===== config.mk =====
export PLATFORM = sky130hd
export DESIGN_NAME = div6_seq
export DESIGN_NICKNAME = d
export VERILOG_FILES = /design/src/rtl/div_pkg.sv /design/src/rtl/subtractor6.sv /design/src/rtl/div6_seq.sv
export SDC_FILE = /design/constraint.sdc
export NUM_CORES = 1
export LEC_CHECK = 0
export CAP_MARGIN = 20
export CORE_MARGIN = 3
export CORE_UTILIZATION = 30
export CTS_CLUSTER_SIZE = 16
export DETAILED_ROUTE_END_ITERATION = 8
export GPL_ROUTABILITY_DRIVEN = 0
export PLACE_DENSITY = 0.6
export SLEW_MARGIN = 20
export SYNTH_ARGS = -nofsm -noshare
export SYNTH_HDL_FRONTEND = slang
export SYNTH_SLANG_ARGS = --single-unit

===== constraint.sdc =====
create_clock -name clk -period 5.6 [get_ports clk]
set_clock_uncertainty 0.1 [all_clocks]
set_input_delay 0.84 -clock clk [delete_from_list [all_inputs] [get_ports clk]]
set_output_delay 0.84 -clock clk [all_outputs]
set_load 0.02 [all_outputs]

===== src/rtl/div_pkg.sv =====
// Shared definitions for the sequential restoring divider.
//   DefWidth : default operand/quotient/remainder width
//   state_e  : controller state encoding (IDLE, CALC, DONE)
package div_pkg;

  localparam int unsigned DefWidth = 6;

  typedef enum logic [1:0] {
    StIdle = 2'd0,
    StCalc = 2'd1,
    StDone = 2'd2
  } state_e;

endpackage


===== src/rtl/subtractor6.sv =====
// Trial subtractor used by the restoring divider.
// Ports:
//   a          : minuend
//   b          : subtrahend
//   diff       : a - b, modulo 2**WIDTH
//   borrow_out : 1 when b > a
module subtractor6 #(
  parameter int unsigned WIDTH = 6
) (
  input  logic [WIDTH-1:0] a,
  input  logic [WIDTH-1:0] b,
  output logic [WIDTH-1:0] diff,
  output logic             borrow_out
);

  assign {borrow_out, diff} = {1'b0, a} - {1'b0, b};

endmodule


===== src/rtl/div6_seq.sv =====
// Sequential unsigned restoring divider, one quotient bit per clock.
// Ports:
//   clk       : rising-edge clock
//   rst_n     : asynchronous active-low reset
//   start     : begin a division (accepted in IDLE or DONE)
//   dividend  : unsigned dividend, captured on accepted start
//   divisor   : unsigned divisor, captured on accepted start
//   busy      : high while iterating (CALC)
//   done      : one-cycle pulse, results valid
//   quotient  : result quotient, held until the next accepted start
//   remainder : result remainder, held until the next accepted start
//   dbz       : divide-by-zero flag, valid with done
// Optional feature: define DIV6_SEQ_DIVZERO_EN to short-circuit divisor 0
// straight to DONE with dbz=1. Otherwise dbz is tied low and divisor 0 runs
// the normal iteration (quotient all-ones, remainder = dividend).
module div6_seq
  import div_pkg::*;
#(
  parameter int unsigned WIDTH = DefWidth
) (
  input  logic             clk,
  input  logic             rst_n,
  input  logic             start,
  input  logic [WIDTH-1:0] dividend,
  input  logic [WIDTH-1:0] divisor,
  output logic             busy,
  output logic             done,
  output logic [WIDTH-1:0] quotient,
  output logic [WIDTH-1:0] remainder,
  output logic             dbz
);

  localparam int unsigned CntW = (WIDTH > 1) ? $clog2(WIDTH) : 1;
  localparam logic [CntW-1:0] LastCnt = CntW'(WIDTH - 1);

  state_e           state_q, state_d;
  logic [CntW-1:0]  cnt_q, cnt_d;
  logic [WIDTH-1:0] rem_q, rem_d;
  // Holds the dividend bits still to be consumed in the upper part and the
  // quotient bits produced so far in the lower part.
  logic [WIDTH-1:0] quo_q, quo_d;
  logic [WIDTH-1:0] dvs_q, dvs_d;

  logic [WIDTH:0]   shifted;
  logic [WIDTH-1:0] sub_diff;
  logic             sub_borrow;
  logic             trial_borrow;

  assign shifted = {rem_q, quo_q[WIDTH-1]};

  subtractor6 #(
    .WIDTH(WIDTH)
  ) u_sub (
    .a         (shifted[WIDTH-1:0]),
    .b         (dvs_q),
    .diff      (sub_diff),
    .borrow_out(sub_borrow)
  );

  // A set top bit means the shifted remainder already exceeds any divisor.
  assign trial_borrow = sub_borrow & ~shifted[WIDTH];

`ifdef DIV6_SEQ_DIVZERO_EN
  logic dbz_q, dbz_d;

  always_ff @(posedge clk or negedge rst_n) begin
    if (!rst_n) begin
      dbz_q <= 1'b0;
    end else begin
      dbz_q <= dbz_d;
    end
  end

  assign dbz = dbz_q;
`else
  assign dbz = 1'b0;
`endif

  always_comb begin
    state_d = state_q;
    cnt_d   = cnt_q;
    rem_d   = rem_q;
    quo_d   = quo_q;
    dvs_d   = dvs_q;
    busy    = 1'b0;
    done    = 1'b0;
`ifdef DIV6_SEQ_DIVZERO_EN
    dbz_d   = dbz_q;
`endif

    unique case (state_q)
      StIdle: ;
      StCalc: begin
        busy  = 1'b1;
        cnt_d = cnt_q + CntW'(1);
        if (trial_borrow) begin
          rem_d = shifted[WIDTH-1:0];
          quo_d = {quo_q[WIDTH-2:0], 1'b0};
        end else begin
          rem_d = sub_diff;
          quo_d = {quo_q[WIDTH-2:0], 1'b1};
        end
        if (cnt_q == LastCnt) begin
          state_d = StDone;
        end
      end
      StDone: begin
        done = 1'b1;
        if (!start) begin
          state_d = StIdle;
        end
      end
      default: state_d = StIdle;
    endcase

    // Start is honoured outside CALC; this overrides the DONE->IDLE return.
    if (start && (state_q != StCalc)) begin
      state_d = StCalc;
      cnt_d   = '0;
      rem_d   = '0;
      quo_d   = dividend;
      dvs_d   = divisor;
`ifdef DIV6_SEQ_DIVZERO_EN
      dbz_d   = 1'b0;
      if (divisor == '0) begin
        state_d = StDone;
        quo_d   = '1;
        rem_d   = dividend;
        dbz_d   = 1'b1;
      end
`endif
    end
  end

  always_ff @(posedge clk or negedge rst_n) begin
    if (!rst_n) begin
      state_q <= StIdle;
      cnt_q   <= '0;
      rem_q   <= '0;
      quo_q   <= '0;
      dvs_q   <= '0;
    end else begin
      state_q <= state_d;
      cnt_q   <= cnt_d;
      rem_q   <= rem_d;
      quo_q   <= quo_d;
      dvs_q   <= dvs_d;
    end
  end

  assign quotient  = quo_q;
  assign remainder = rem_q;

endmodule


==> flow_summary.yaml, run 1 <==
final_layout:
  antenna_cells: 0
  most_common_library_cell_in_the_layout_ignoring_fill_and_taps: "sky130_fd_sc_hd__clkdlybuf4s50_1"
  multi_input_area_sq_um: 669.4
  filler_cell_count: 405
  post-route-util_pct: 40.56
  final_cell_mix: "sky130_fd_sc_hd__clkdlybuf4s50_1 (27), sky130_fd_sc_hd__dfrtp_1 (23), sky130_fd_sc_hd__o21ai_0 (12)"
  finalNetCount: 184
  layout-drive-gt1-share_pct: 8.805
  area_growth_pct: 27.29
  final_cells: 209
  final-seq-area_sq_um: 575.6
setup_path:
  critical_path_peak_fanout: 21
  cp.arrival_ns: 2.28
  critical_path.endpoint: "busy"
  crit_start: "state_q[1]$_DFFE_PN0P_"
  worstReg2RegEnd: "remainder[2]$_DFFE_PN0P_"
  path_class: "flop to output port"
  setup.worst_path.start_class: "flop"
  cp.required_ns: 4.66
  flop2flop_setup_slack_ns: 3.38
  startpoint_of_the_lowest_slack_register_to_register_path: "quotient[5]$_DFFE_PN0P_"
  timing.critical_path.to_type: "output port"
  worst-r2r-cell-count: 7
power_and_ir_drop:
  total_switching_power_uw: 500.1
  power.share.combinational_pct: 62.0
  p_leak_uw: 0.0007311
  seq_power_share_pct: 28.8
  ir_drop_mv: 0.2483
  pwr-share-clk_pct: 9.2
  p_per_area_nw_per_um2: 673.2
  switching_share_pct: 44.51
  power.internal_uw: 623.5
sta:
  worst_pin_slew_ns: 0.5876
  holdWs_ns: 0.3834
  max_freq_mhz: 310.6
  final_min_period_over_clock_period_pct: 57.49
  timing.final.setup_violations: 0
  finalSetupTns_ns: 0
  slew_headroom_pct: 60.78
  report.final.hold_viol_count: 0
  final-max-slew-violation-count: 0
  post-route-min-period_ns: 3.219
  rsz0062_at_grt: "no"
  timing.final.ws_setup_ns: 2.381
placement:
  port_buffers: 28
  dp_hpwl_um: 2048
  pre_cts_slack_ns: 2.683
  dp.cells: 205
min_path:
  hold_depth: 1
  hold_path_startpoint: "cnt_q[2]$_DFFE_PN0P_"
  timing.hold.worst.class: "flop to flop"
grt:
  largest_net_degree_at_the_start_of_global_routing: 24
  initial_antenna_violation_count: 0
  global_route_wire_length_before_repair_um: 4581
  grt_remaining_overflow: 0
  grt_pass1_vias: 1070
  global_route.usage.total_pct: 10.77
run:
  maxCapViolations: 0
cts:
  numClockSinks: 23
  cts_tree: "yes"
  clk_path_buf_depth: 2
  cts.repair_timing.setup_buffer_count: 0
  cts.repair.resized: 0
  cts_inserted_buffers: 3
  clkTransAtPathRegs_ns: 0.08
  post_cts_hold_buffer_count: 0
  clock-root-buffer: "sky130_fd_sc_hd__clkbuf_8"
  h-tree-depth: 1
  clock_latency_ns: 0.26
detailed_routing:
  initialDrtViolationCount: 62
  detail_route.wl_per_cell_um: 12.99
  drtPass1Iterations: 4
  drt-vias-per-instance: 5.057
  ant_nets: 0
  remaining_drc_errors: 0
  detailed_route_wire_length_um: 2715
  route.vias.total: 1057
floorplan:
  die_w_um: 72.11
  top_level_ports: 30
  row_count: 23
  floorplan.core_area_sq_um: 4115
  initial_core_util_pct: 31.86
  die-height_um: 72.11
  design.die.area_sq_um: 5200
synth:
  synth.net_count: 156
  netlist_top_cells_area: "sky130_fd_sc_hd__dfrtp_1 (44%), sky130_fd_sc_hd__ha_1 (7.6%), sky130_fd_sc_hd__mux2i_1 (5.3%)"
  mean_instance_size_in_the_synthesized_netlist_sq_um: 9.934
  synth.distinct_cells: 32
  asyncSetResetFlopFracSynth_pct: 100.0
  number_of_enable_type_register_cells_in_the_synthesized_netlist: 0
  synth_top_cell_by_area: "sky130_fd_sc_hd__dfrtp_1"
  area_of_the_mapped_netlist_sq_um: 1311
  ys_warn_count: 0
  synth_top_cell_area_share_pct: 43.89
  seq_area_frac_synth_pct: 43.89
  synth_flop_cell: "sky130_fd_sc_hd__dfrtp_1"
  syn-instance-count: 132
  synth-seq-cells: 23
run_status:
  status: "finished clean"
[how the worst min path moves through the flow]
stage	endpoint	slack, ns
4_1_cts	cnt_q[2]$_DFFE_PN0P_	0.38
5_1_grt	cnt_q[2]$_DFFE_PN0P_	0.42
3_5_place_dp	cnt_q[2]$_DFFE_PN0P_	0.37
3_3_place_gp	cnt_q[2]$_DFFE_PN0P_	0.36
2_1_floorplan	cnt_q[2]$_DFFE_PN0P_	0.34
6_report	cnt_q[2]$_DFFE_PN0P_	0.38
[cells by family after synthesis]
| logic type | synth area share (%) |
|---|---|
| simple gates | 14.12 |
| compound gates | 14.98 |
| flops | 43.89 |
| buf+inv | 5.058 |
| mux | 10.50 |
| fa+ha+maj | 9.161 |
| xor+xnor | 2.004 |
| other cells | 0.2860 |
[metal layers]
metal	wire [um]	track usage (%)
met1	1238	13.79
met2	1316	18.60
met3	121	1.801
met4	38	3.132
met5	0	0
[Yosys cell counts, types with 2 or more instances]
| library cell | instances |
|---|---|
| sky130_fd_sc_hd__o21ai_0 | 12 |
| sky130_fd_sc_hd__xor2_1 | 3 |
| sky130_fd_sc_hd__nand2b_1 | 3 |
| sky130_fd_sc_hd__clkbuf_1 | 2 |
| sky130_fd_sc_hd__o21ai_1 | 2 |
| sky130_fd_sc_hd__a21oi_1 | 7 |
| sky130_fd_sc_hd__inv_1 | 11 |
| sky130_fd_sc_hd__nor2_1 | 8 |
| sky130_fd_sc_hd__nand2_1 | 9 |
| sky130_fd_sc_hd__ha_1 | 8 |
| sky130_fd_sc_hd__o311ai_0 | 3 |
| sky130_fd_sc_hd__buf_2 | 2 |
| sky130_fd_sc_hd__nor2b_1 | 2 |
| sky130_fd_sc_hd__mux2i_1 | 7 |
| sky130_fd_sc_hd__nand3_1 | 9 |
| sky130_fd_sc_hd__dfrtp_1 | 23 |
| sky130_fd_sc_hd__mux2_2 | 6 |
[power groups by stage]
stage	clock, uW	combinational (uW)	sequential [uW]
floorplan	0	454	362
global route	114	771	336
CTS	105	702	325
global placement	0	680	324
finish	103	696	324
detailed placement	0	701	327
[through the flow]
stage,instance area [sq um],power [uW]
floorplan,1311,816.2
global placement,1629,1004
detailed placement,1629,1028
CTS,1674,1132
global route,1669,1221
finish,1669,1124
[layout make-up]
class | count | share of cell area [%]
multi-input combinational | 93 | 40.10
inverter | 11 | 2.474
timing repair buffer | 28 | 16.49
tap | 50 | 3.748
clock buffer | 4 | 2.699
sequential | 23 | 34.48
[registers in the layout, summed over array words and instances (netlist names)]
signal / flops
quotient: 6
state_q: 2
remainder: 6
cnt_q: 3
dvs_q: 6
[worst max-delay path, stage by stage, from the launching register on]
cell	delay, ns
sky130_fd_sc_hd__dfrtp_1	0.37
sky130_fd_sc_hd__nand2b_1	0.36
sky130_fd_sc_hd__inv_1	0.56
sky130_fd_sc_hd__clkdlybuf4s50_1	0.72
(Power assumes the default switching activity.)
==> run 2, diff against run 1 <==
==> constraint.sdc (replaced) <==
create_clock -name clk -period 3.11 [get_ports clk]
set_clock_uncertainty 0.1 [all_clocks]
set_input_delay 0.4665 -clock clk [delete_from_list [all_inputs] [get_ports clk]]
set_output_delay 0.4665 -clock clk [all_outputs]
set_load 0.02 [all_outputs]
==> flow_summary.yaml, run 2 (synthesis results as in run 1) <==
cts:
  post_cts_hold_buffer_count: 0
  cts.repair_timing.setup_buffer_count: 0
  clock_latency_ns: 0.26
  clk_path_buf_depth: 2
  cts.repair.resized: 0
  h-tree-depth: 1
  cts_inserted_buffers: 3
  numClockSinks: 23
  clock-root-buffer: "sky130_fd_sc_hd__clkbuf_8"
  clkTransAtPathRegs_ns: 0.08
  cts_tree: "yes"
sta:
  final_min_period_over_clock_period_pct: 72.88
  post-route-min-period_ns: 2.267
  timing.final.setup_violations: 0
  report.final.hold_viol_count: 0
  finalSetupTns_ns: 0
  final-max-slew-violation-count: 0
  timing.final.ws_setup_ns: 0.8435
  rsz0062_at_grt: "no"
  max_freq_mhz: 441.2
setup_path:
  cp.arrival_ns: 1.70
  setup.worst_path.start_class: "flop"
  cp.required_ns: 2.54
  startpoint_of_the_lowest_slack_register_to_register_path: "quotient[5]$_DFFE_PN0P_"
  cp_slowest_stage_delay_ns: 0.64
  flop2flop_setup_slack_ns: 0.91
  critPathTopFamily: "buffers and inverters"
  crit_chain: "nand2b_1 -> inv_1 -> buf_4 -> clkdlybuf4s50_1"
  cp.buffers_inverters: 3
  crit_start: "state_q[1]$_DFFE_PN0P_"
  critical_path_peak_fanout: 21
  critical_path.slowest_cell: "sky130_fd_sc_hd__clkdlybuf4s50_1"
  path_class: "flop to output port"
  timing.critical_path.to_type: "output port"
detailed_routing:
  initialDrtViolationCount: 26
  drt-vias-per-instance: 4.821
  detailed_route_wire_length_um: 2604
  route.vias.total: 1022
  drtPass1Iterations: 4
  ant_nets: 0
  remaining_drc_errors: 0
  detail_route.wl_per_cell_um: 12.28
min_path:
  hold_path_startpoint: "cnt_q[2]$_DFFE_PN0P_"
  timing.hold.worst.class: "flop to flop"
run:
  maxCapViolations: 0
grt:
  global_route_wire_length_before_repair_um: 4560
  largest_net_degree_at_the_start_of_global_routing: 24
  global_route.usage.total_pct: 10.76
  grt_remaining_overflow: 0
  initial_antenna_violation_count: 0
  grt_pass1_vias: 1062
power_and_ir_drop:
  power.internal_uw: 1137
  pwr-share-clk_pct: 9.1
  p_leak_uw: 0.0007482
  ir_drop_mv: 0.4346
  p_per_area_nw_per_um2: 1193
  power.share.combinational_pct: 62.4
  seq_power_share_pct: 28.5
  total_switching_power_uw: 888.7
  switching_share_pct: 43.86
floorplan:
  row_count: 23
  die_w_um: 72.11
  floorplan.core_area_sq_um: 4115
  top_level_ports: 30
  initial_core_util_pct: 31.86
  die-height_um: 72.11
  design.die.area_sq_um: 5200
final_layout:
  layout-drive-gt1-share_pct: 10.49
  final_cell_mix: "sky130_fd_sc_hd__clkdlybuf4s50_1 (28), sky130_fd_sc_hd__dfrtp_1 (23), sky130_fd_sc_hd__o21ai_0 (12)"
  area_growth_pct: 29.48
  most_common_library_cell_in_the_layout_ignoring_fill_and_taps: "sky130_fd_sc_hd__clkdlybuf4s50_1"
  antenna_cells: 0
  finalNetCount: 187
placement:
  dp_hpwl_um: 1989
  port_buffers: 28
  pre_cts_slack_ns: 0.9507
run_status:
  status: "finished clean"
-- run 2: changes by cell type in the layout (fill, tap and decap cells not counted), sizes merged --
cell           previous run  this run
clkinv                    0         1
clkbuf                    4         3
buf                       1         3
clkdlybuf4s50            27        28
-- run 2: worst paths after layout --
check | to | cells after the start
max in group asynchronous | remainder[4]$_DFFE_PN0P_ | 2
setup reg to reg | remainder[2]$_DFFE_PN0P_ | 7
hold / removal | cnt_q[2]$_DFFE_PN0P_ | 1
min in group asynchronous | dvs_q[4]$_DFFE_PN0P_ | 2
hold reg to reg | cnt_q[2]$_DFFE_PN0P_ | 1
setup / recovery | busy | 4
-- run 2: worst register-to-register path, delay by kind of cell, from the launching register on --
family                   cells  cell delay, ns
adder cells (fa/ha/maj)      2            0.61
AO/OA/AOI/OAI                3            0.72
AND/OR/NAND/NOR              1            0.19
flip-flops                   1            0.40
buffers and inverters        1            0.06
-- run 2: stage by stage --
step | cells | total power, uW | area (sq um) | hold slack, ns | util [%]
5_1_grt | 212 | 2215 | 1698 | 0.4253 | 41.26
6_report | 212 | 2026 | 1698 | 0.3817 | 41.26
2_1_floorplan | 132 | 1470 | 1311 | 0.07091 | -
3_3_place_gp | 208 | 1814 | 1652 | 0.3585 | 40.13
3_5_place_dp | 208 | 1862 | 1652 | 0.3703 | 40.13
4_1_cts | 212 | 2057 | 1698 | 0.3856 | 41.26
-- run 2: layout make-up --
class | count | area [sq um]
Multi-Input combinational cell | 93 | 669.4
Inverter | 11 | 41.29
Fill cell | 402 | 2417
Clock inverter | 1 | 5.005
Timing Repair Buffer | 31 | 302.8
Clock buffer | 3 | 41.29
Sequential cell | 23 | 575.6
Tap cell | 50 | 62.56
-- run 2: layer usage --
layer | track usage (%) | share of wire, %
met1 | 13.93 | 46
met2 | 17.69 | 49
met3 | 2.493 | 4.2
met4 | 3.549 | 1.3
met5 | 0 | 0
-- run 2: power groups by stage --
stage | clock, uW | sequential, uW | combinational, uW
2_1_floorplan | 0 | 652 | 818
5_1_grt | 203 | 605 | 1410
3_5_place_dp | 0 | 584 | 1280
6_report | 184 | 578 | 1260
4_1_cts | 192 | 583 | 1280
3_3_place_gp | 0 | 581 | 1230
==> run 3, diff against run 2 <==
==> constraint.sdc (replaced) <==
create_clock -name clk -period 2.19 [get_ports clk]
set_clock_uncertainty 0.1 [all_clocks]
set_input_delay 0.3285 -clock clk [delete_from_list [all_inputs] [get_ports clk]]
set_output_delay 0.3285 -clock clk [all_outputs]
set_load 0.02 [all_outputs]
==> flow_summary.yaml, run 3 (synthesis results as in run 1) <==
sta:
  holdWs_ns: 0.3024
  final-max-slew-violation-count: 0
  timing.final.setup_violations: 0
  timing.final.ws_setup_ns: 0.1232
  finalSetupTns_ns: 0
  final_min_period_over_clock_period_pct: 94.37
  rsz0062_at_grt: "no"
  post-route-min-period_ns: 2.067
  max_freq_mhz: 483.9
  report.final.hold_viol_count: 0
cts:
  h-tree-depth: 1
  cts_tree: "yes"
  clk_path_buf_depth: 2
  cts_inserted_buffers: 3
  clkTransAtPathRegs_ns: 0.09
  post_cts_hold_buffer_count: 0
  clock_latency_ns: 0.27
  clock-root-buffer: "sky130_fd_sc_hd__clkbuf_8"
  numClockSinks: 23
setup_path:
  flop2flop_setup_slack_ns: 0.12
  critical_path.endpoint: "remainder[2]$_DFFE_PN0P_"
  cp_slowest_stage_delay_ns: 0.40
  critical_path_peak_fanout: 10
  timing.critical_path.to_type: "flop"
  cp.buffers_inverters: 1
  cp.required_ns: 2.26
  path_class: "flop to flop"
  critical_path.slowest_cell: "sky130_fd_sc_hd__fa_1"
  crit_start: "quotient[5]$_DFFE_PN0P_"
  cp.arrival_ns: 2.14
  worstSetupPathDepth: 7
  crit_chain: "inv_1 -> ha_1 -> fa_1 -> nand2b_1 -> a21oi_2 -> o2bb2ai_4 -> o311ai_1"
  setup.worst_path.start_class: "flop"
  worstReg2RegEnd: "remainder[2]$_DFFE_PN0P_"
  worst-r2r-cell-count: 7
  startpoint_of_the_lowest_slack_register_to_register_path: "quotient[5]$_DFFE_PN0P_"
  critPathTopFamily: "compound AO/OA/AOI/OAI gates"
final_layout:
  most_common_library_cell_in_the_layout_ignoring_fill_and_taps: "sky130_fd_sc_hd__clkdlybuf4s50_1"
  final_cell_mix: "sky130_fd_sc_hd__clkdlybuf4s50_1 (28), sky130_fd_sc_hd__dfrtp_1 (23), sky130_fd_sc_hd__o21ai_0 (12)"
  antenna_cells: 0
  layout-drive-gt1-share_pct: 11.59
  area_growth_pct: 30.82
  final_cell_area_excluding_filler_cells_sq_um: 1715
  finalNetCount: 189
  filler_cell_count: 398
  post-route-util_pct: 41.68
grt:
  grt_remaining_overflow: 0
  global_route_wire_length_before_repair_um: 4850
  grt_pass1_vias: 1129
  largest_net_degree_at_the_start_of_global_routing: 24
  global_route.usage.total_pct: 11.91
  initial_antenna_violation_count: 0
detailed_routing:
  detail_route.wl_per_cell_um: 12.78
  ant_nets: 0
  remaining_drc_errors: 0
  initialDrtViolationCount: 39
  drt-vias-per-instance: 4.897
  route.vias.total: 1048
  detailed_route_wire_length_um: 2735
  drtPass1Iterations: 4
placement:
  pre_cts_slack_ns: 0.04655
  place_area_sq_um: 1667
  dp_hpwl_um: 2100
  port_buffers: 28
power_and_ir_drop:
  power.internal_uw: 1647
  total_switching_power_uw: 1305
  p_leak_uw: 0.0007566
  power.share.combinational_pct: 63.0
  switching_share_pct: 44.21
  p_per_area_nw_per_um2: 1721
  seq_power_share_pct: 27.6
  ir_drop_mv: 0.7476
  pwr-share-clk_pct: 9.3
floorplan:
  floorplan.core_area_sq_um: 4115
  design.die.area_sq_um: 5200
  row_count: 23
  initial_core_util_pct: 31.86
  die_w_um: 72.11
  die-height_um: 72.11
  top_level_ports: 30
run_status:
  status: "finished clean"
min_path:
  timing.hold.worst.class: "input pin to async pin"
run:
  maxCapViolations: 0
run 3: how the worst min path moves through the flow:
| stage | end | depth (start not counted) |
|---|---|---|
| after floorplan | cnt_q[0]$_DFFE_PN0P_ | 0 |
| after global placement | cnt_q[2]$_DFFE_PN0P_ | 1 |
| after detailed placement | cnt_q[2]$_DFFE_PN0P_ | 1 |
| after CTS | remainder[3]$_DFFE_PN0P_ | 2 |
| after global routing | remainder[3]$_DFFE_PN0P_ | 2 |
| final | remainder[3]$_DFFE_PN0P_ | 2 |
run 3: through the flow:
stage	std cells	power, uW
after floorplan	132	2087
after global routing	214	3237
after detailed placement	210	2677
after global placement	210	2605
after CTS	214	2966
final	214	2953
run 3: metal layers:
layer	vias up	GRT usage [%]	routed length, um
met5	-	0	0
met4	0	6.054	70
met3	6	2.493	111
met2	26	19.31	1265
met1	497	14.93	1287
li1	519	-	-
run 3: timing repair:
action                     in CTS  in global routing
gates resized for setup         0                  3
setup buffers                   0                  0
setup endpoints to repair       0                  3
run 3: power groups by stage:
stage / Combinational [uW] / Sequential, uW / Clock (uW)
detailed placement: 1850 / 826 / 0
floorplan: 1160 / 925 / 0
finish: 1860 / 816 / 275
CTS: 1860 / 821 / 285
global placement: 1790 / 815 / 0
global route: 2080 / 852 / 301
run 3: layout make-up:
cell class	instances	area, sq um	share of cell area [%]
Inverter	11	41.29	2.407
Sequential cell	23	575.6	33.55
Multi-Input combinational cell	93	669.4	39.02
Timing Repair Buffer	33	317.8	18.53
Clock inverter	1	7.507	0.4376
Clock buffer	3	41.29	2.407
Tap cell	50	62.56	3.647
